**config.mk**
```make
export PLATFORM = sky130hd
export DESIGN_NAME = dmem_arbiter
export DESIGN_NICKNAME = d
export VERILOG_FILES = /design/src/rtl/dmem_arb_pkg.sv /design/src/rtl/dmem_arb_pick.sv /design/src/rtl/dmem_arbiter.sv
export SDC_FILE = /design/constraint.sdc
export NUM_CORES = 1
export LEC_CHECK = 0
export CORE_MARGIN = 2
export CORE_UTILIZATION = 42
export CTS_BUF_LIST = sky130_fd_sc_hd__clkbuf_4
export DETAILED_ROUTE_END_ITERATION = 16
export PLACE_DENSITY_LB_ADDON = 0.05
export SYNTH_ARGS = -nofsm -noshare
export SYNTH_HDL_FRONTEND = slang
export SYNTH_SLANG_ARGS = --single-unit
```
**constraint.sdc**
```tcl
create_clock -name clk -period 4.8 [get_ports clk]
set_clock_uncertainty 0.15 [all_clocks]
set_input_delay 0.96 -clock clk [delete_from_list [all_inputs] [get_ports clk]]
set_output_delay 0.96 -clock clk [all_outputs]
set_load 0.01 [all_outputs]
```
**src/rtl/dmem_arb_pkg.sv**
```systemverilog
// dmem_arbiter shared types: FSM states, requester ids, width defaults.
// Optional round-robin arbitration is enabled by DMEM_ARBITER_RR_EN.
package dmem_arb_pkg;

  localparam int ADDR_W_DEF = 5;
  localparam int DATA_W_DEF = 32;

  typedef enum logic [1:0] {
    IDLE   = 2'd0,
    ACCESS = 2'd1,
    RESP   = 2'd2
  } state_t;

  typedef enum logic {
    REQ_CPU = 1'b0,
    REQ_LDR = 1'b1
  } req_id_t;

endpackage

```
**src/rtl/dmem_arb_pick.sv**
```systemverilog
// dmem_arbiter winner select: a lone request wins, a tie goes to ptr.
// ptr is held at REQ_CPU by the top when DMEM_ARBITER_RR_EN is undefined.
module dmem_arb_pick
  import dmem_arb_pkg::*;
(
  input  logic cpu_req,
  input  logic ldr_req,
  input  logic ptr,
  output logic win
);

  // tie -> pointer, otherwise whoever asks
  always_comb begin
    win = REQ_CPU;
    if (cpu_req && ldr_req) begin
      win = ptr;
    end else if (ldr_req) begin
      win = REQ_LDR;
    end
  end

endmodule

```
**src/rtl/dmem_arbiter.sv**
```systemverilog
// Two-requester data memory arbiter (CPU and loader/debug port).
// Define DMEM_ARBITER_RR_EN for round-robin ties; default is CPU-first.
module dmem_arbiter
  import dmem_arb_pkg::*;
#(
  parameter int ADDR_W = ADDR_W_DEF,
  parameter int DATA_W = DATA_W_DEF
) (
  input  logic              clk,
  input  logic              reset,
  input  logic              cpu_req,
  input  logic              cpu_we,
  input  logic [ADDR_W-1:0] cpu_addr,
  input  logic [DATA_W-1:0] cpu_wdata,
  output logic              cpu_gnt,
  output logic              cpu_rvalid,
  output logic [DATA_W-1:0] cpu_rdata,
  input  logic              ldr_req,
  input  logic              ldr_we,
  input  logic [ADDR_W-1:0] ldr_addr,
  input  logic [DATA_W-1:0] ldr_wdata,
  output logic              ldr_gnt,
  output logic              ldr_rvalid,
  output logic [DATA_W-1:0] ldr_rdata,
  output logic              mem_en,
  output logic              mem_we,
  output logic [ADDR_W-1:0] mem_addr,
  output logic [DATA_W-1:0] mem_wdata,
  input  logic [DATA_W-1:0] mem_rdata,
  output logic              cpu_stall
);

  state_t            state_q;
  state_t            state_d;
  logic              win_q;
  logic              win_d;
  logic              ptr;
  logic              we_q;
  logic [ADDR_W-1:0] addr_q;
  logic [DATA_W-1:0] wdata_q;
  logic [DATA_W-1:0] cpu_rdata_q;
  logic [DATA_W-1:0] ldr_rdata_q;
  logic              any_req;
  logic              take;
  logic              acc;
  logic              rsp;

  assign any_req = cpu_req | ldr_req;
  assign take    = (state_q == IDLE) & any_req;
  assign acc     = (state_q == ACCESS);
  assign rsp     = (state_q == RESP);

  dmem_arb_pick u_pick (
    .cpu_req (cpu_req),
    .ldr_req (ldr_req),
    .ptr     (ptr),
    .win     (win_d)
  );

`ifdef DMEM_ARBITER_RR_EN
  logic ptr_q;

  // last winner drops to lowest priority for the next tie
  always_ff @(posedge clk or posedge reset) begin
    if (reset) begin
      ptr_q <= REQ_CPU;
    end else if (take) begin
      ptr_q <= ~win_d;
    end
  end

  assign ptr = ptr_q;
`else
  assign ptr = REQ_CPU;
`endif

  // FSM state register
  always_ff @(posedge clk or posedge reset) begin
    if (reset) begin
      state_q <= IDLE;
    end else begin
      state_q <= state_d;
    end
  end

  // FSM next state: writes skip RESP
  always_comb begin
    state_d = state_q;
    unique case (state_q)
      IDLE:    if (any_req) state_d = ACCESS;
      ACCESS:  state_d = we_q ? IDLE : RESP;
      RESP:    state_d = IDLE;
      default: state_d = IDLE;
    endcase
  end

  // latch the winner's operands at the IDLE sample
  always_ff @(posedge clk or posedge reset) begin
    if (reset) begin
      win_q   <= REQ_CPU;
      we_q    <= 1'b0;
      addr_q  <= '0;
      wdata_q <= '0;
    end else if (take) begin
      win_q   <= win_d;
      we_q    <= win_d ? ldr_we : cpu_we;
      addr_q  <= win_d ? ldr_addr : cpu_addr;
      wdata_q <= win_d ? ldr_wdata : cpu_wdata;
    end
  end

  // capture read data at the end of ACCESS; held otherwise
  always_ff @(posedge clk or posedge reset) begin
    if (reset) begin
      cpu_rdata_q <= '0;
      ldr_rdata_q <= '0;
    end else if (acc && !we_q) begin
      if (win_q == REQ_LDR) begin
        ldr_rdata_q <= mem_rdata;
      end else begin
        cpu_rdata_q <= mem_rdata;
      end
    end
  end

  // outputs decoded from state and winner
  always_comb begin
    cpu_gnt    = acc & (win_q == REQ_CPU);
    ldr_gnt    = acc & (win_q == REQ_LDR);
    cpu_rvalid = rsp & (win_q == REQ_CPU);
    ldr_rvalid = rsp & (win_q == REQ_LDR);
    mem_en     = acc;
    mem_we     = acc & we_q;
    mem_addr   = acc ? addr_q : '0;
    mem_wdata  = acc ? wdata_q : '0;
  end

  assign cpu_rdata = cpu_rdata_q;
  assign ldr_rdata = ldr_rdata_q;

  // hold the PC until a write is granted or read data returns
  assign cpu_stall = ~reset & cpu_req
                   & ~(cpu_gnt & cpu_we)
                   & ~cpu_rvalid;

endmodule

```
==> results of run 1 <==
-- metal layers --
metal / track usage [%] / up-vias
li1: - / 1580
met1: 23.46 / 1676
met2: 33.62 / 134
met3: 5.260 / 12
met4: 7.234 / 0
met5: 0 / -
-- power by group --
group,internal (mW),total [mW],switching (mW)
registers,1.32,1.55,0.226
logic,1.31,2.11,0.800
clock network,0.106,0.387,0.281
total,2.74,4.05,1.31
-- through the flow --
stage | setup WS (ps) | std cells | cell area [sq um] | utilization, % | hold WS (ps)
2_1_floorplan | 123.7 | 324 | 4611 | - | 322.0
3_3_place_gp | 1450 | 666 | 6897 | 63.90 | 318.7
3_5_place_dp | 1421 | 666 | 6897 | 63.90 | 325.1
4_1_cts | 975.0 | 682 | 7010 | 64.95 | 359.2
5_1_grt | 781.1 | 682 | 7010 | 64.95 | 386.8
6_report | 1038 | 682 | 7010 | 64.95 | 351.5
-- Yosys cell counts --
library cell,count
inv_1,2
nor2b_1,3
buf_2,6
buf_4,4
nor3_2,1
o211a_1,1
mux2_1,4
a22o_1,38
and2_1,40
nor2_1,3
clkbuf_1,9
a21oi_1,3
nand2b_4,1
dfrtp_1,105
o21a_1,1
nor3b_4,1
mux2_2,98
buf_6,4
-- cell families after synthesis --
group                  count (synthesis)
multiplexers                         102
flip-flops                           105
buffers and inverters                 25
AND/OR/NAND/NOR                       49
AO/OA/AOI/OAI                         43
-- worst min-delay path by stage --
stage,from,end,slack [ps],depth (start not counted)
finish,cpu_rdata[4],cpu_rdata[4],350,1
global route,wdata_q[19],wdata_q[19],390,1
CTS,cpu_rdata[4],cpu_rdata[4],360,1
detailed placement,cpu_rdata[4],cpu_rdata[4],330,1
global placement,cpu_rdata[4],cpu_rdata[4],320,1
floorplan,addr_q[0],addr_q[0],320,1
-- sequential cells by signal, indices dropped and copies added, names as in the netlist --
name and cells:
addr_q 5, wdata_q 32, win_q 1, state_q 2, we_q 1, ldr_rdata 32
cpu_rdata 32
-- final cells by class --
| class | instances | share of cell area [%] |
|---|---|---|
| sequential | 105 | 37.48 |
| timing repair buffer | 225 | 31.91 |
| multi-input combinational | 194 | 26.34 |
| tap | 140 | 2.499 |
| clock buffer | 9 | 0.9638 |
| clock inverter | 7 | 0.6604 |
| inverter | 2 | 0.1428 |
-- layout by cell type, fill, tap and decap left out, types with 2 or more instances in the layout --
master and n:
dfrtp_1 105, mux2_1 4, clkdlybuf4s50_1 219, clkbuf_4 9, buf_4 6, clkinv_1 2
clkinv_4 2, nor2_1 3, a21oi_1 3, and2_1 40, mux2_2 98, nor2b_1 2
a22o_1 38
-- worst reg2reg max path: stages, from the launching register on --
cell	delay, ps
dfrtp_1	440
nor2_1	180
o21a_2	780
mux2_2	450
==> flow_summary.json, run 1 <==
{
  "worstPathArrival_ps": 2650,
  "hold_class": "register to register",
  "cts_sinks": 105,
  "first_pass_iters": 4,
  "top_layer": "met4",
  "ant_nets": 0,
  "die_height_um": 108.8,
  "area_delta_synth_final_pct": 52.05,
  "ys_seq_area_share_pct": 56.99,
  "seq_area_sq_um": 2628,
  "synth_top_family_by_area": "multiplexers",
  "p_total_mw": 4.049,
  "reg2reg_depth": 3,
  "cp-startpoint": "state_q[1]",
  "ir_drop_mv": 0.2546,
  "cts_setup_buffers": 0,
  "synthAdderAreaFrac_pct": 0,
  "grt_pass1_vias": 3550,
  "grt_overflow": 0,
  "critPathBufInv": 2,
  "drv_cap": 0,
  "fin_setup_tns_ps": 0,
  "drt-total-wl_um": 11470,
  "rows": 38,
  "wl_per_cell_um": 16.82,
  "dieArea_sq_um": 11830,
  "core_sq_um": 10790,
  "viasPerCell": 4.988,
  "report.final.hold_viol_count": 0,
  "post-route-drc-count": 0,
  "cp_slowest_cell": "inv_1",
  "tightest_slew_ps": 1026,
  "clkTransAtPathRegs_ps": 150,
  "worst_setup_path_end_kind": "output port",
  "vias": 3402,
  "grt_max_degree": 66,
  "io_pins": 220,
  "grt_antenna_before_repair": 0,
  "min_period_ps": 3762,
  "cp_max_fo": 41,
  "avgSynthCellArea_sq_um": 14.23,
  "wl_met3_um": 927,
  "cp-start-kind": "register",
  "worstPathCellList": "nand2b_4 > inv_1 > a21oi_1 > o211a_1 > clkdlybuf4s50_1",
  "clock_path_buffers": 2,
  "port_buffers": 219,
  "yosys.area.top_type_share_pct": 56.99,
  "cts_made_buffers": 9,
  "slew_viol_final": 0,
  "grt_pass1_wl_um": 17750,
  "synth.distinct_cells": 18,
  "clock_latency_ps": 420,
  "fmax_mhz": 265.8,
  "ys_ff_latch": 105,
  "critPathMaxStageDelay_ps": 750,
  "power.density_nw_per_um2": 577.6,
  "crit_family": "buffers and inverters",
  "setup_viol": 0,
  "slew_headroom_pct": 31.54,
  "yosysTopAreaCell": "dfrtp_1",
  "path_depth": 5,
  "timing.rr.end": "wdata_q[1]",
  "met2WireLength_um": 5670,
  "htreeDepth": 3,
  "finalWeightedCongestion": 0.7542,
  "drt-initial-drc-count": 81,
  "timing.rr.start": "state_q[0]",
  "synthCells": 324,
  "outcome": "finished clean",
  "die_w_um": 108.8,
  "drive_gt1_share_pct": 22.88,
  "synth-xor-area-share_pct": 0,
  "rsz0062_at_grt": "false",
  "muxShareOfSynthArea_pct": 24.91,
  "grt_usage_pct": 19.53,
  "syn_nets": 436,
  "r2r_slack_ps": 2710,
  "synth_compound_area_share_pct": 7.924,
  "clock-root-buffer": "clkbuf_4",
  "crit_end": "cpu_stall",
  "mappedNetlistArea_sq_um": 4611,
  "n_fill_cell": 887,
  "num_antenna_cells": 0,
  "critPathKind": "register to output port",
  "postCtsResizedCells": 0,
  "dp_hpwl_um": 8528,
  "p_leak_nw": 2.916,
  "nets": 649,
  "fin_crit_sh_pct": 78.39,
  "start_util_pct": 42.72,
  "cts_tree": "done",
  "cp_data_required_time_ps": 3690,
  "yosys.area_share.simple_pct": 7.001,
  "yosys_warnings": 0,
  "met1_length_um": 4663,
  "ctsHoldBuffers": 0,
  "netlist_top_cells_area": "dfrtp_1 (57%), mux2_2 (24%), a22o_1 (7.2%)",
  "multi_input_area_sq_um": 1847
}
Power figures use the tool's default switching activity.
==> inputs of run 2 (changes only) <==
--- a/config.mk
+++ b/config.mk
@@ -6,7 +6,7 @@
 export NUM_CORES = 1
 export LEC_CHECK = 0
 export CORE_MARGIN = 2
-export CORE_UTILIZATION = 42
+export CORE_UTILIZATION = 38
 export CTS_BUF_LIST = sky130_fd_sc_hd__clkbuf_4
 export DETAILED_ROUTE_END_ITERATION = 16
 export PLACE_DENSITY_LB_ADDON = 0.05
==> constraint.sdc (replaced) <==
create_clock -name clk -period 3.3 [get_ports clk]
set_clock_uncertainty 0.15 [all_clocks]
set_input_delay 0.66 -clock clk [delete_from_list [all_inputs] [get_ports clk]]
set_output_delay 0.66 -clock clk [all_outputs]
set_load 0.01 [all_outputs]
==> run 2 against run 1 <==
Compared with the run above: critical endpoint unchanged; global-route usage fell by 1.3 points; flip-flop and latch count unchanged; routed wire length up 1.6%; total power up 47%; largest power group unchanged; die area is 10% higher; sequential share of layout area decreased by 0.29 points; utilization is 5.6 points lower; register-to-register slack worse by 1200 ps.
==> flow_summary.json, run 2 (same netlist as run 1, synthesis figures left out) <==
{
  "tightest_slew_ps": 865.6,
  "core_sq_um": 11910,
  "cts_sinks": 105,
  "htreeDepth": 3,
  "critPathKind": "register to output port",
  "cp_data_required_time_ps": 2490,
  "power.density_nw_per_um2": 840.1,
  "worstPathArrival_ps": 2130,
  "grt_usage_pct": 18.24,
  "grt_max_degree": 70,
  "drv_cap": 0,
  "report.final.hold_viol_count": 0,
  "p_leak_nw": 2.943,
  "num_antenna_cells": 0,
  "cts_made_buffers": 9,
  "ir_drop_mv": 0.2912,
  "final_common_cell": "clkdlybuf4s50_1",
  "multi_input_area_sq_um": 1847,
  "die_height_um": 114.2,
  "worst_setup_path_end_kind": "output port",
  "n_fill_cell": 1051,
  "cts_tree": "done",
  "start_util_pct": 38.71,
  "grt_pass1_wl_um": 18450,
  "fin_crit_sh_pct": 89.00,
  "slew_viol_final": 0,
  "drt-total-wl_um": 11650,
  "dp.cells": 678,
  "port_buffers": 219,
  "dp_hpwl_um": 8574,
  "rsz0062_at_grt": "false",
  "hold_class": "register to register",
  "nets": 654,
  "wl_per_cell_um": 16.79,
  "clock_path_buffers": 2,
  "rows": 40,
  "dpl_cell_area_sq_um": 6957,
  "drive_gt1_share_pct": 23.40,
  "fmax_mhz": 340.5,
  "die_w_um": 114.2,
  "post-route-drc-count": 0,
  "clock-root-buffer": "clkbuf_4",
  "seq_area_sq_um": 2628,
  "grt_pass1_vias": 3571,
  "vias": 3406,
  "grt_overflow": 0,
  "ant_nets": 0,
  "drt-initial-drc-count": 141,
  "cts_setup_buffers": 0,
  "io_pins": 220,
  "fin_cells": 694,
  "postCtsResizedCells": 0,
  "fin_area_sq_um": 7066,
  "setup_viol": 0,
  "ctsHoldBuffers": 0,
  "clkTransAtPathRegs_ps": 140,
  "outcome": "finished clean",
  "slew_headroom_pct": 42.29,
  "area_delta_synth_final_pct": 53.24,
  "grt_antenna_before_repair": 0,
  "clock_latency_ps": 440,
  "viasPerCell": 4.908,
  "final_cell_mix": "clkdlybuf4s50_1 (219), dfrtp_1 (105), mux2_2 (98)",
  "cp_max_fo": 22,
  "finalWeightedCongestion": 0.7319,
  "first_pass_iters": 3,
  "min_period_ps": 2937,
  "cp-start-kind": "register",
  "dieArea_sq_um": 13030
}
[run 2: critical path, stage by stage, from the launching register on]
cell             delay [ps]
dfrtp_1                 420
nand2b_4                180
inv_1                    80
buf_4                   230
a21oi_1                 100
o211a_1                 210
clkdlybuf4s50_1         470
[run 2: path summary, 6_finish.rpt]
path | start | to | slack [ps] | cells after the start
worst min register to register | cpu_rdata[11] | cpu_rdata[11] | 350 | 1
worst min-delay path | cpu_rdata[11] | cpu_rdata[11] | 350 | 1
worst max register to register | win_q | cpu_rdata[6] | 1490 | 3
min in group asynchronous | reset | addr_q[1] | 570 | 3
worst max-delay path | state_q[1] | cpu_stall | 360 | 6
max in group asynchronous | reset | cpu_rdata[4] | 1190 | 4
[run 2: stage by stage]
stage / util (%) / hold slack (ps) / setup TNS (ps) / worst slack, ps / power (mW)
3_5_place_dp: 58.40 / 324.1 / 0 / 524.7 / 5.452
5_1_grt: 59.32 / 387.5 / 0 / 210.1 / 6.348
6_report: 59.32 / 352.1 / 0 / 363.0 / 5.936
3_3_place_gp: 58.40 / 319.2 / 0 / 548.5 / 5.394
4_1_cts: 59.32 / 356.3 / 0 / 303.4 / 6.037
2_1_floorplan: - / 322.0 / -12.50 / -12.50 / 3.830
[run 2: per-layer routing]
metal / part of all wire (%) / track usage (%) / up-vias
met5: 0 / 0 / -
met4: 1.6 / 7.073 / 0
met3: 7.7 / 4.923 / 12
met2: 47 / 29.52 / 136
met1: 44 / 23.42 / 1665
li1: - / - / 1593
[run 2: final cells by class]
| cell class | instances | area share [%] |
|---|---|---|
| repair buffers | 230 | 32.37 |
| clock buffers | 10 | 1.063 |
| clock inverters | 6 | 0.4781 |
| multi-input cells | 194 | 26.14 |
| inverters | 2 | 0.1594 |
| flip-flops and latches | 105 | 37.19 |
| well taps | 147 | 2.603 |
[run 2: report_power, final]
| part | leakage [nW] | total [mW] | switching, mW | internal, mW |
|---|---|---|---|---|
| clock | 0.0633 | 0.572 | 0.412 | 0.160 |
| combinational | 1.61 | 3.12 | 1.16 | 1.96 |
| sequential | 1.27 | 2.25 | 0.323 | 1.92 |
| total | 2.94 | 5.94 | 1.90 | 4.04 |
